===== src/rtl/pmem_pkg.sv =====
// rtl/pmem_pkg.sv - shared constants and FSM state type for the pmem line adapter
package pmem_pkg;
  localparam int LINE_W    = 256;
  localparam int BEAT_W    = 64;
  localparam int NUM_BEATS = LINE_W / BEAT_W;

  typedef enum logic [1:0] {
    IDLE,
    READ,
    WRITE,
    DONE
  } state_t;
endpackage


===== src/rtl/pmem_line_buffer.sv =====
// rtl/pmem_line_buffer.sv - line register with whole-line load, beat write and beat read select
module pmem_line_buffer #(
  parameter  int LINE_W = 256,
  parameter  int BEAT_W = 64,
  localparam int BEATS  = LINE_W / BEAT_W,
  localparam int IDX_W  = $clog2(BEATS)
) (
  input  logic              clk,
  input  logic              rst,
  input  logic              load,
  input  logic [LINE_W-1:0] load_data,
  input  logic              beat_we,
  input  logic [IDX_W-1:0]  beat_idx,
  input  logic [BEAT_W-1:0] beat_wdata,
  output logic [LINE_W-1:0] line,
  output logic [BEAT_W-1:0] beat
);

  always_ff @(posedge clk or negedge rst) begin
    if (!rst) begin
      line <= '0;
    end else if (load) begin
      line <= load_data;
    end else if (beat_we) begin
      line[BEAT_W*beat_idx +: BEAT_W] <= beat_wdata;
    end
  end

  assign beat = line[BEAT_W*beat_idx +: BEAT_W];

endmodule


===== src/rtl/pmem_line_adapter.sv =====
// rtl/pmem_line_adapter.sv - converts cache line requests into 4-beat memory bursts
module pmem_line_adapter #(
  parameter int LINE_W = pmem_pkg::LINE_W,
  parameter int BEAT_W = pmem_pkg::BEAT_W
) (
  input  logic              clk,
  input  logic              rst,
  input  logic [31:0]       pmem_address,
  input  logic              pmem_read,
  input  logic              pmem_write,
  input  logic [LINE_W-1:0] pmem_wdata,
  output logic [LINE_W-1:0] pmem_rdata,
  output logic              pmem_resp,
  output logic [31:0]       burst_address,
  output logic              burst_read,
  output logic              burst_write,
  output logic [BEAT_W-1:0] burst_wdata,
  input  logic [BEAT_W-1:0] burst_rdata,
  input  logic              burst_resp
);
  import pmem_pkg::*;

  localparam int BEATS = LINE_W / BEAT_W;
  localparam int CNT_W = $clog2(BEATS);
  localparam int OFF_W = $clog2(LINE_W / 8);
  localparam logic [CNT_W-1:0] LAST = CNT_W'(BEATS - 1);

  state_t           state;
  logic [CNT_W-1:0] cnt;
  logic             wline_load;
  logic             rbeat_we;
  logic [BEAT_W-1:0] rbuf_beat;
  logic [LINE_W-1:0] wline;
  logic             unused;

  assign wline_load = (state == IDLE) && pmem_write;
  assign rbeat_we   = (state == READ) && burst_resp;

  // Read assembly and write data live in separate buffers so a write never disturbs pmem_rdata.
  pmem_line_buffer #(.LINE_W(LINE_W), .BEAT_W(BEAT_W)) u_rbuf (
    .clk(clk), .rst(rst), .load(1'b0), .load_data('0),
    .beat_we(rbeat_we), .beat_idx(cnt), .beat_wdata(burst_rdata),
    .line(pmem_rdata), .beat(rbuf_beat)
  );

  pmem_line_buffer #(.LINE_W(LINE_W), .BEAT_W(BEAT_W)) u_wbuf (
    .clk(clk), .rst(rst), .load(wline_load), .load_data(pmem_wdata),
    .beat_we(1'b0), .beat_idx(cnt), .beat_wdata('0),
    .line(wline), .beat(burst_wdata)
  );

  assign unused = ^{rbuf_beat, wline, pmem_address[OFF_W-1:0]};

  always_ff @(posedge clk or negedge rst) begin
    if (!rst) begin
      state         <= IDLE;
      cnt           <= '0;
      pmem_resp     <= 1'b0;
      burst_read    <= 1'b0;
      burst_write   <= 1'b0;
      burst_address <= '0;
    end else begin
      pmem_resp <= 1'b0;
      unique case (state)
        IDLE: begin
          if (pmem_write) begin
            burst_address <= {pmem_address[31:OFF_W], OFF_W'(0)};
            cnt           <= '0;
            burst_write   <= 1'b1;
            state         <= WRITE;
          end else if (pmem_read) begin
            burst_address <= {pmem_address[31:OFF_W], OFF_W'(0)};
            cnt           <= '0;
            burst_read    <= 1'b1;
            state         <= READ;
          end
        end
        READ, WRITE: begin
          if (burst_resp) begin
            // cnt stays at LAST through DONE; it only restarts when IDLE accepts a new request.
            if (cnt == LAST) begin
              burst_read  <= 1'b0;
              burst_write <= 1'b0;
              pmem_resp   <= 1'b1;
              state       <= DONE;
            end else begin
              cnt <= cnt + 1'b1;
            end
          end
        end
        DONE:    state <= IDLE;
        default: state <= IDLE;
      endcase
    end
  end

endmodule


===== config.mk =====
export PLATFORM = sky130hd
export DESIGN_NAME = pmem_line_adapter
export DESIGN_NICKNAME = d
export VERILOG_FILES = /design/src/rtl/pmem_pkg.sv /design/src/rtl/pmem_line_buffer.sv /design/src/rtl/pmem_line_adapter.sv
export SDC_FILE = /design/constraint.sdc
export NUM_CORES = 1
export LEC_CHECK = 0
export CAP_MARGIN = 20
export CORE_AREA = 2 2 279 281
export CTS_BUF_LIST = sky130_fd_sc_hd__clkbuf_16
export DETAILED_ROUTE_END_ITERATION = 16
export DIE_AREA = 0 0 281 283
export MAX_ROUTING_LAYER = met4
export PLACE_DENSITY_LB_ADDON = 0.15
export SLEW_MARGIN = 20
export SYNTH_ARGS = -nofsm -noshare
export SYNTH_HDL_FRONTEND = slang
export SYNTH_SLANG_ARGS = --single-unit

===== constraint.sdc =====
create_clock -name clk -period 2.95 [get_ports clk]
set_input_delay 0.295 -clock clk [delete_from_list [all_inputs] [get_ports clk]]
set_output_delay 0.295 -clock clk [all_outputs]
set_load 0.01 [all_outputs]

# Word level (Yosys, flattened, before mapping)
# Cells that the tools add are included.
# word_totals
register_bits	551
latchBits	0
ram_bits	0
romBits	0
inputBits	357
memories	0
# classes
n_addsub	2
multipliers	0
div	0
n_lt_le_gt_ge	0
eq_ne	11
shift	3
muxes	23
bitwise_logic	0
reduce_logical	11
# op_table
operator	n
$bwmux W256	1
$shift A64 B34 Y256 const A	1
$shiftx A256 B9 Y64	1
$shiftx A64 B34 Y256	1
$mux W32	2
$neg A8 Y34	1
$mux W2	8
$ne A2 B2 Y1 const B	6
$mux W1	8
$reduce_and A4 Y1	2
$eq A2 B2 Y1 const B	3
$pmux W2 S3	1
$reduce_and A5 Y1	1
$pmux W1 S2	2
$pmux W2 S2	1
$reduce_bool A2 Y1	2
$ne A3 B3 Y1 const B	1
$reduce_and A3 Y1	1
$add A2 B1 Y2 const B	1
$eq A2 B1 Y1 const B	1
$logic_and A1 B1 Y1	2
$logic_not A2 Y1	1
$reduce_and A2 Y1	1
$reduce_or A2 Y1	1

# Depth between registers and ports, before layout
# Gate-level depths: netlist of the first run.
# logic_depth
word_depth	4
ltp_mapped	9

# By module
# From an unflattened synthesis of the first run, not the netlist that was laid out.
# hier_totals
cells_unflattened	2000
hier_area_um2	27101.0
# modules_own_cells
mod	instances	cells_per_inst	area_per_inst_um2	seq_area_each_um2
pmem_line_buffer at u_rbuf	1	946	12851.1	6406.1
pmem_line_buffer at u_wbuf	1	946	12639.6	6406.1
pmem_line_adapter	1	108	1610.3	850.8

# Worst setup path after synthesis of the first run
# Ideal clock, no wire load.
# synth_timing
path_type	reg2reg
from	reg cnt[1]
to	reg u_rbuf.line[108]
setup_time_ps	65
arrival_time_ps	2376
t_required_ps	2885
slack_ps	509
path_stages_with_launch	9
n_path_buf	3
synth_period_minus_slack_ps	2441
path_cell_list	dfrtp_1 > buf_1 > buf_1 > inv_1 > ha_1 > nand2b_1 > nor3_1 > buf_2 > a22o_1
# synth_between
elab_chain_len	3
# synth_lines
item	line	text
from (decl)	pmem_line_adapter.sv:29	logic [CNT_W-1:0] cnt;
from (signal assigned)	pmem_line_adapter.sv:87	cnt <= cnt + 1'b1;
$neg A8 Y34 (*)	--	
$shiftx A64 B34 Y256 / $shift A64 B34 Y256 (equally long branches)	--	
$bwmux W256 (*)	pmem_line_buffer.sv:25	line[BEAT_W*beat_idx +: BEAT_W] <= beat_wdata;
to (signal assigned)	pmem_line_buffer.sv:23	line <= load_data;
to (signal, indexed assignment)	pmem_line_buffer.sv:25	
to (decl)	pmem_line_buffer.sv:15	output logic [LINE_W-1:0] line,
# Mark *: on every way between the ends. The rest lies on a longest branch, timed or not.
# A chain may end at the register's enable or synchronous reset.

# Final worst setup path of the first run
# layout_timing
from	reg cnt[0]
to	out burst_wdata[57]
# layout_between
elab_chain_len	1
# layout_lines
item	line	text
$shiftx A256 B9 Y64	pmem_line_buffer.sv:29	assign beat = line[BEAT_W*beat_idx +: BEAT_W];
to (decl)	pmem_line_adapter.sv:17	output logic [BEAT_W-1:0] burst_wdata,
# No other way between the ends.

==> qor.txt, run 1 <==
status: finished, final reports clean
Slew @ Worst Pin: 0.980 ns
Synth Cell Area: 21700 um^2
vias in the first global route: 16.3k
CP Max Fanout: 29
Power Density: 962 nW/um^2
Slew HR: 34.7%
vias: 15.2k
Synth area leader: dfrtp_1
warnings from Yosys: 0
HPWL Detailed: 54900 um
GRT Residual Overflow: 0
Iter 0 DRT Violations: 767
maximum clock frequency: 356 MHz
core area: 76700 um^2
Layout area overhead: 48.8%
largest net degree at the start of global routing: 98
Netlist cell types: 35
Fin Setup TNS: 0 ns
CTS tree: built
DRC: 0
Final Hold Violating Endpoints: 0
Setup-failing EPs final: 0
Routed WL per cell: 23.8 um
RSZ-0062 raised after global routing: no
starting density of the core: 28.3%
Core Rows: 102
Final Wtd Congestion: 0.844
most frequent cells in the layout: clkdlybuf4s50_1, dfrtp_1, mux2_2, a22o_1, nand2_1
post-route ant nets: 0
Final period util: 95.2%
top-area cell type share of the netlist area: 63.0%
Synth Instances: 1422
# IOs: 712
GR Util All Layers: 19.7%
static leakage: 13.5 nW
CP startpoint: cnt[0]
drt total wl: 76700 um
initial antenna violation count: 17
register-to-register setup slack: 0.39 ns
leading cell type in the layout, fill and taps excluded: clkdlybuf4s50_1
depth of the most critical reg-to-reg path: 6
first-pass GRT wire length: 113000 um
Clock Latency Late Sink: 0.60 ns
die footprint: 79500 um^2
Die Width: 281 um
post-synthesis async set-or-reset flop share: 100%
Power, Total: 31.0 mW
fin crit period: 2.81 ns
Synth area leaders: dfrtp_1, mux2_2, a22o_1
Die Height: 283 um
fin. max-slew vios: 0
# fillers: 7070
worst setup path endpoint: burst_wdata[57]
Net count, final: 2491
type of the most critical hold path: primary input to async pin
maxcap violations: 0
reg2reg start: cnt[0]
Max Root-Sink Buffers: 3
Post-synth EDFFs: 0
Clock Skews: 0.0206 ns
clock slew at reported path FFs: 0.06 ns
CTS root buf: clkbuf_16
cts bufs inserted: 67
critical path arrival: 2.51 ns
fraction of layout cells with a size suffix above 1: 22.4%
Main synth FF type: dfrtp_1
DR pass1 iterations: 4
VDD IR max: 527 uV
H-tree depth: 3
Vias/cell: 4.72
Crit Path Category: register to output pin
CP required: 2.65 ns
Seq/Total Area, Yosys: 63.0%
R2R Path End: u_rbuf.line[28]
Setup crit start kind: register
clk sink count: 546
Avg Inst Size Synth: 15.2 um^2
IO buf count: 701
CP endpoint kind: output pin
register bit total from synthesis: 546
[power by group]
part	internal (mW)	switching, mW	leakage (nW)
registers	10.1	1.39	6.95
logic	6.96	4.68	5.47
clock network	4.63	3.25	1.07
total	21.7	9.31	13.5
[registers in the layout, summed over array words and instances, names as in the netlist]
register       count
cnt                2
burst_read         1
burst_address     27
u_rbuf.line      256
state              2
pmem_resp          1
burst_write        1
u_wbuf.line      256
[layout make-up]
cell class                 instances  area (um^2)  share of cell area, %
sequential                       546        13700                   42.4
multi-input combinational        764         7600                   23.6
timing repair buffer             741         7560                   23.4
clock buffer                      70         1750                   5.43
tap                             1040         1300                   4.03
clock inverter                    45          323                   1.00
antenna                           18         45.0                  0.140
inverter                           5         18.8                 0.0582
[Yosys cell counts (2+ instances only)]
library cell,number
mux4_2,64
buf_4,6
a31oi_1,2
inv_1,5
buf_2,59
a21oi_1,3
a22o_1,205
o2bb2ai_1,2
buf_1,7
o21ai_0,53
mux2_2,283
ha_1,9
nand3_1,9
nand2b_1,3
nor2_1,2
nand4_1,3
clkbuf_1,39
nand2_1,105
dfrtp_1,546
nor2b_1,2
[through the flow]
stage | util, % | std cells | instance area (um^2) | worst slack [ns] | hold slack, ns
3_3_place_gp | 39.3 | 3092 | 30100 | 0.460 | 0.251
2_1_floorplan | - | 1426 | 21700 | 0.509 | -0.000591
4_1_cts | 42.0 | 3211 | 32200 | 0.0364 | 0.219
3_5_place_dp | 39.3 | 3092 | 30100 | 0.407 | 0.252
5_1_grt | 42.1 | 3228 | 32300 | 0.00947 | 0.267
6_report | 42.1 | 3229 | 32300 | 0.142 | 0.268
[logic make-up after synthesis]
| logic type | Yosys count | synth area share (%) |
|---|---|---|
| DFF | 546 | 63.0 |
| muxes | 347 | 21.3 |
| AOI/OAI and AO/OA | 270 | 9.91 |
| and+or+nand+nor | 133 | 2.74 |
| buffers and inverters | 116 | 2.45 |
| adders and majority gates | 9 | 0.519 |
| other | 1 | 0.0173 |
[worst min-delay path by stage]
stage / startpoint / endpoint / cells after the start
floorplan: rst / burst_address[10] / 0
global placement: rst / u_rbuf.line[33] / 1
detailed placement: rst / u_rbuf.line[84] / 1
CTS: rst / u_rbuf.line[215] / 2
global route: rst / u_wbuf.line[56] / 2
finish: rst / u_rbuf.line[215] / 2
[worst max-delay path: stages (launching register included)]
cell and delay (ns):
dfrtp_4 0.49, buf_12 0.28, mux4_2 0.55, clkdlybuf4s50_1 0.59
[timing repair]
action	in CTS	in global routing
buffers inserted	3	0
resized for setup	1	0
endpoints found under the setup margin	45	0
hold buffers	1	0
endpoints found under the hold margin	33	0
[per-layer routing]
layer / part of all wire [%] / wire [um] / up-vias / track usage [%]
met2: 51 / 39100 / 499 / 32.9
li1: - / - / 6681 / -
met1: 39 / 29900 / 7944 / 22.6
met3: 8.0 / 6120 / 101 / 6.42
met5: 0 / 0 / - / -
met4: 2.2 / 1680 / 0 / 5.21
(Power assumes the default switching activity.)
==> run 2, diff against run 1 <==
SETUP_SLACK_MARGIN = 0.1   (was default)
==> run 2 against run 1 <==
  * Sequential cell count unchanged
  * Largest power group unchanged
  * Sequential power is essentially flat
  * Critical path type unchanged
  * Worst hold slack improved by 0.0045 ns
  * Clock power about the same
  * Sequential share of layout area shrank 0.077 points
  * Power grew 0.10%
  * Utilization increased by 0.077 points
  * Final cell count hardly changed
  * Die area unchanged
  * Final area increased by 0.18%
  * Via count rose by 0.59%
==> qor.txt, run 2 (synthesis results as in run 1) <==
status: finished, final reports clean
Final Wtd Congestion: 0.844
register-to-register setup slack: 0.34 ns
Power, Total: 31.1 mW
VDD IR max: 522 uV
H-tree depth: 3
Final Hold Violating Endpoints: 0
GR Layer Usage met2: 32.9%
post-route ant nets: 0
fraction of layout cells with a size suffix above 1: 22.5%
met1 Usage GRT: 22.6%
RSZ-0062 raised after global routing: yes
Max Root-Sink Buffers: 3
Regs by FF count: u_rbuf.line: 256 flops, u_wbuf.line: 256 flops, burst_address: 27 flops
initial antenna violation count: 17
fin crit period: 2.77 ns
CP endpoint kind: output pin
IO buf count: 701
CP required: 2.65 ns
CTS root buf: clkbuf_16
leading cell type in the layout, fill and taps excluded: clkdlybuf4s50_1
GR Util All Layers: 19.7%
Slew @ Worst Pin: 0.970 ns
Layout area overhead: 49.1%
Power Density: 961 nW/um^2
CP Max Fanout: 17
depth of the most critical reg-to-reg path: 6
Clock Latency Late Sink: 0.60 ns
clk sink count: 546
Fin Setup TNS: 0 ns
CTS tree: built
# fillers: 7064
die footprint: 79500 um^2
Setup crit start kind: register
DR pass1 iterations: 4
Core Rows: 102
Slew HR: 35.4%
Die Width: 281 um
fin. max-slew vios: 0
Iter 0 DRT Violations: 743
Finished Layout Cells: 3231
Net count, final: 2493
GRT Residual Overflow: 0
critical path arrival: 2.47 ns
type of the most critical hold path: primary input to async pin
starting density of the core: 28.3%
first-pass GRT wire length: 113000 um
gr busiest metal: met2
maxcap violations: 0
largest net degree at the start of global routing: 98
most frequent cells in the layout: clkdlybuf4s50_1, dfrtp_1, mux2_2, a22o_1, nand2_1
met3 GRT Util: 6.42%
DRC: 0
Die Height: 283 um
R2R Path End: u_rbuf.line[28]
Setup-failing EPs final: 0
clock slew at reported path FFs: 0.06 ns
Vias/cell: 4.74
Final Util: 42.1%
cts bufs inserted: 67
Routed WL per cell: 23.8 um
maximum clock frequency: 362 MHz
static leakage: 13.6 nW
core area: 76700 um^2
vias: 15.3k
drt total wl: 77000 um
vias in the first global route: 16.3k
dpl cells: 3092
Clock Skews: 0.0211 ns
Crit Path Category: register to output pin
# IOs: 712
HPWL Detailed: 54900 um
Final period util: 93.8%
reg2reg start: cnt[0]
run 2: metal layers:
| metal | vias to the layer above | wire length (um) |
|---|---|---|
| met2 | 517 | 39200 |
| met3 | 103 | 6160 |
| met1 | 8003 | 29900 |
| li1 | 6692 | - |
| met5 | - | 0 |
| met4 | 0 | 1660 |
run 2: worst max-delay path by stage:
stage	slack (ns)	startpoint	end
global placement	0.46	cnt[0]	u_rbuf.line[178]
finish	0.18	cnt[0]	burst_wdata[42]
global route	0.07	cnt[0]	burst_wdata[43]
CTS	0.07	cnt[0]	burst_wdata[13]
detailed placement	0.41	cnt[0]	u_rbuf.line[129]
floorplan	0.51	cnt[1]	u_rbuf.line[108]
run 2: per-stage QoR:
| stage | hold slack, ns | area (um^2) | setup slack, ns |
|---|---|---|---|
| 6_report | 0.272 | 32300 | 0.184 |
| 5_1_grt | 0.267 | 32300 | 0.0684 |
| 4_1_cts | 0.219 | 32200 | 0.0736 |
| 3_5_place_dp | 0.252 | 30100 | 0.407 |
| 3_3_place_gp | 0.251 | 30100 | 0.460 |
| 2_1_floorplan | -0.000591 | 21700 | 0.509 |
run 2: power by group:
group,switching (mW),leakage (nW),internal [mW]
Combinational,4.68,5.56,6.97
Sequential,1.40,6.95,10.1
Clock,3.25,1.07,4.63
Total,9.33,13.6,21.7
run 2: repair_timing:
action | in CTS | in global routing
setup buffers | 3 | 1
endpoints found under the hold margin | 33 | 0
cloned | 0 | 1
endpoints found under the setup margin | 63 | 27
resized for setup | 4 | 8
hold buffers | 1 | 0
run 2: critical path, stage by stage (launching register included):
cell and delay [ns]:
dfrtp_4 0.54, buf_12 0.23, mux4_2 0.53, clkdlybuf4s50_1 0.57
run 2: final cells by class:
type / instances / area (um^2) / area share [%]
flip-flops and latches: 546 / 13700 / 42.3
repair buffers: 743 / 7620 / 23.6
multi-input cells: 764 / 7600 / 23.5
clock buffers: 70 / 1750 / 5.42
well taps: 1040 / 1300 / 4.03
clock inverters: 45 / 323 / 0.999
diodes: 18 / 45.0 / 0.139
inverters: 5 / 18.8 / 0.0581
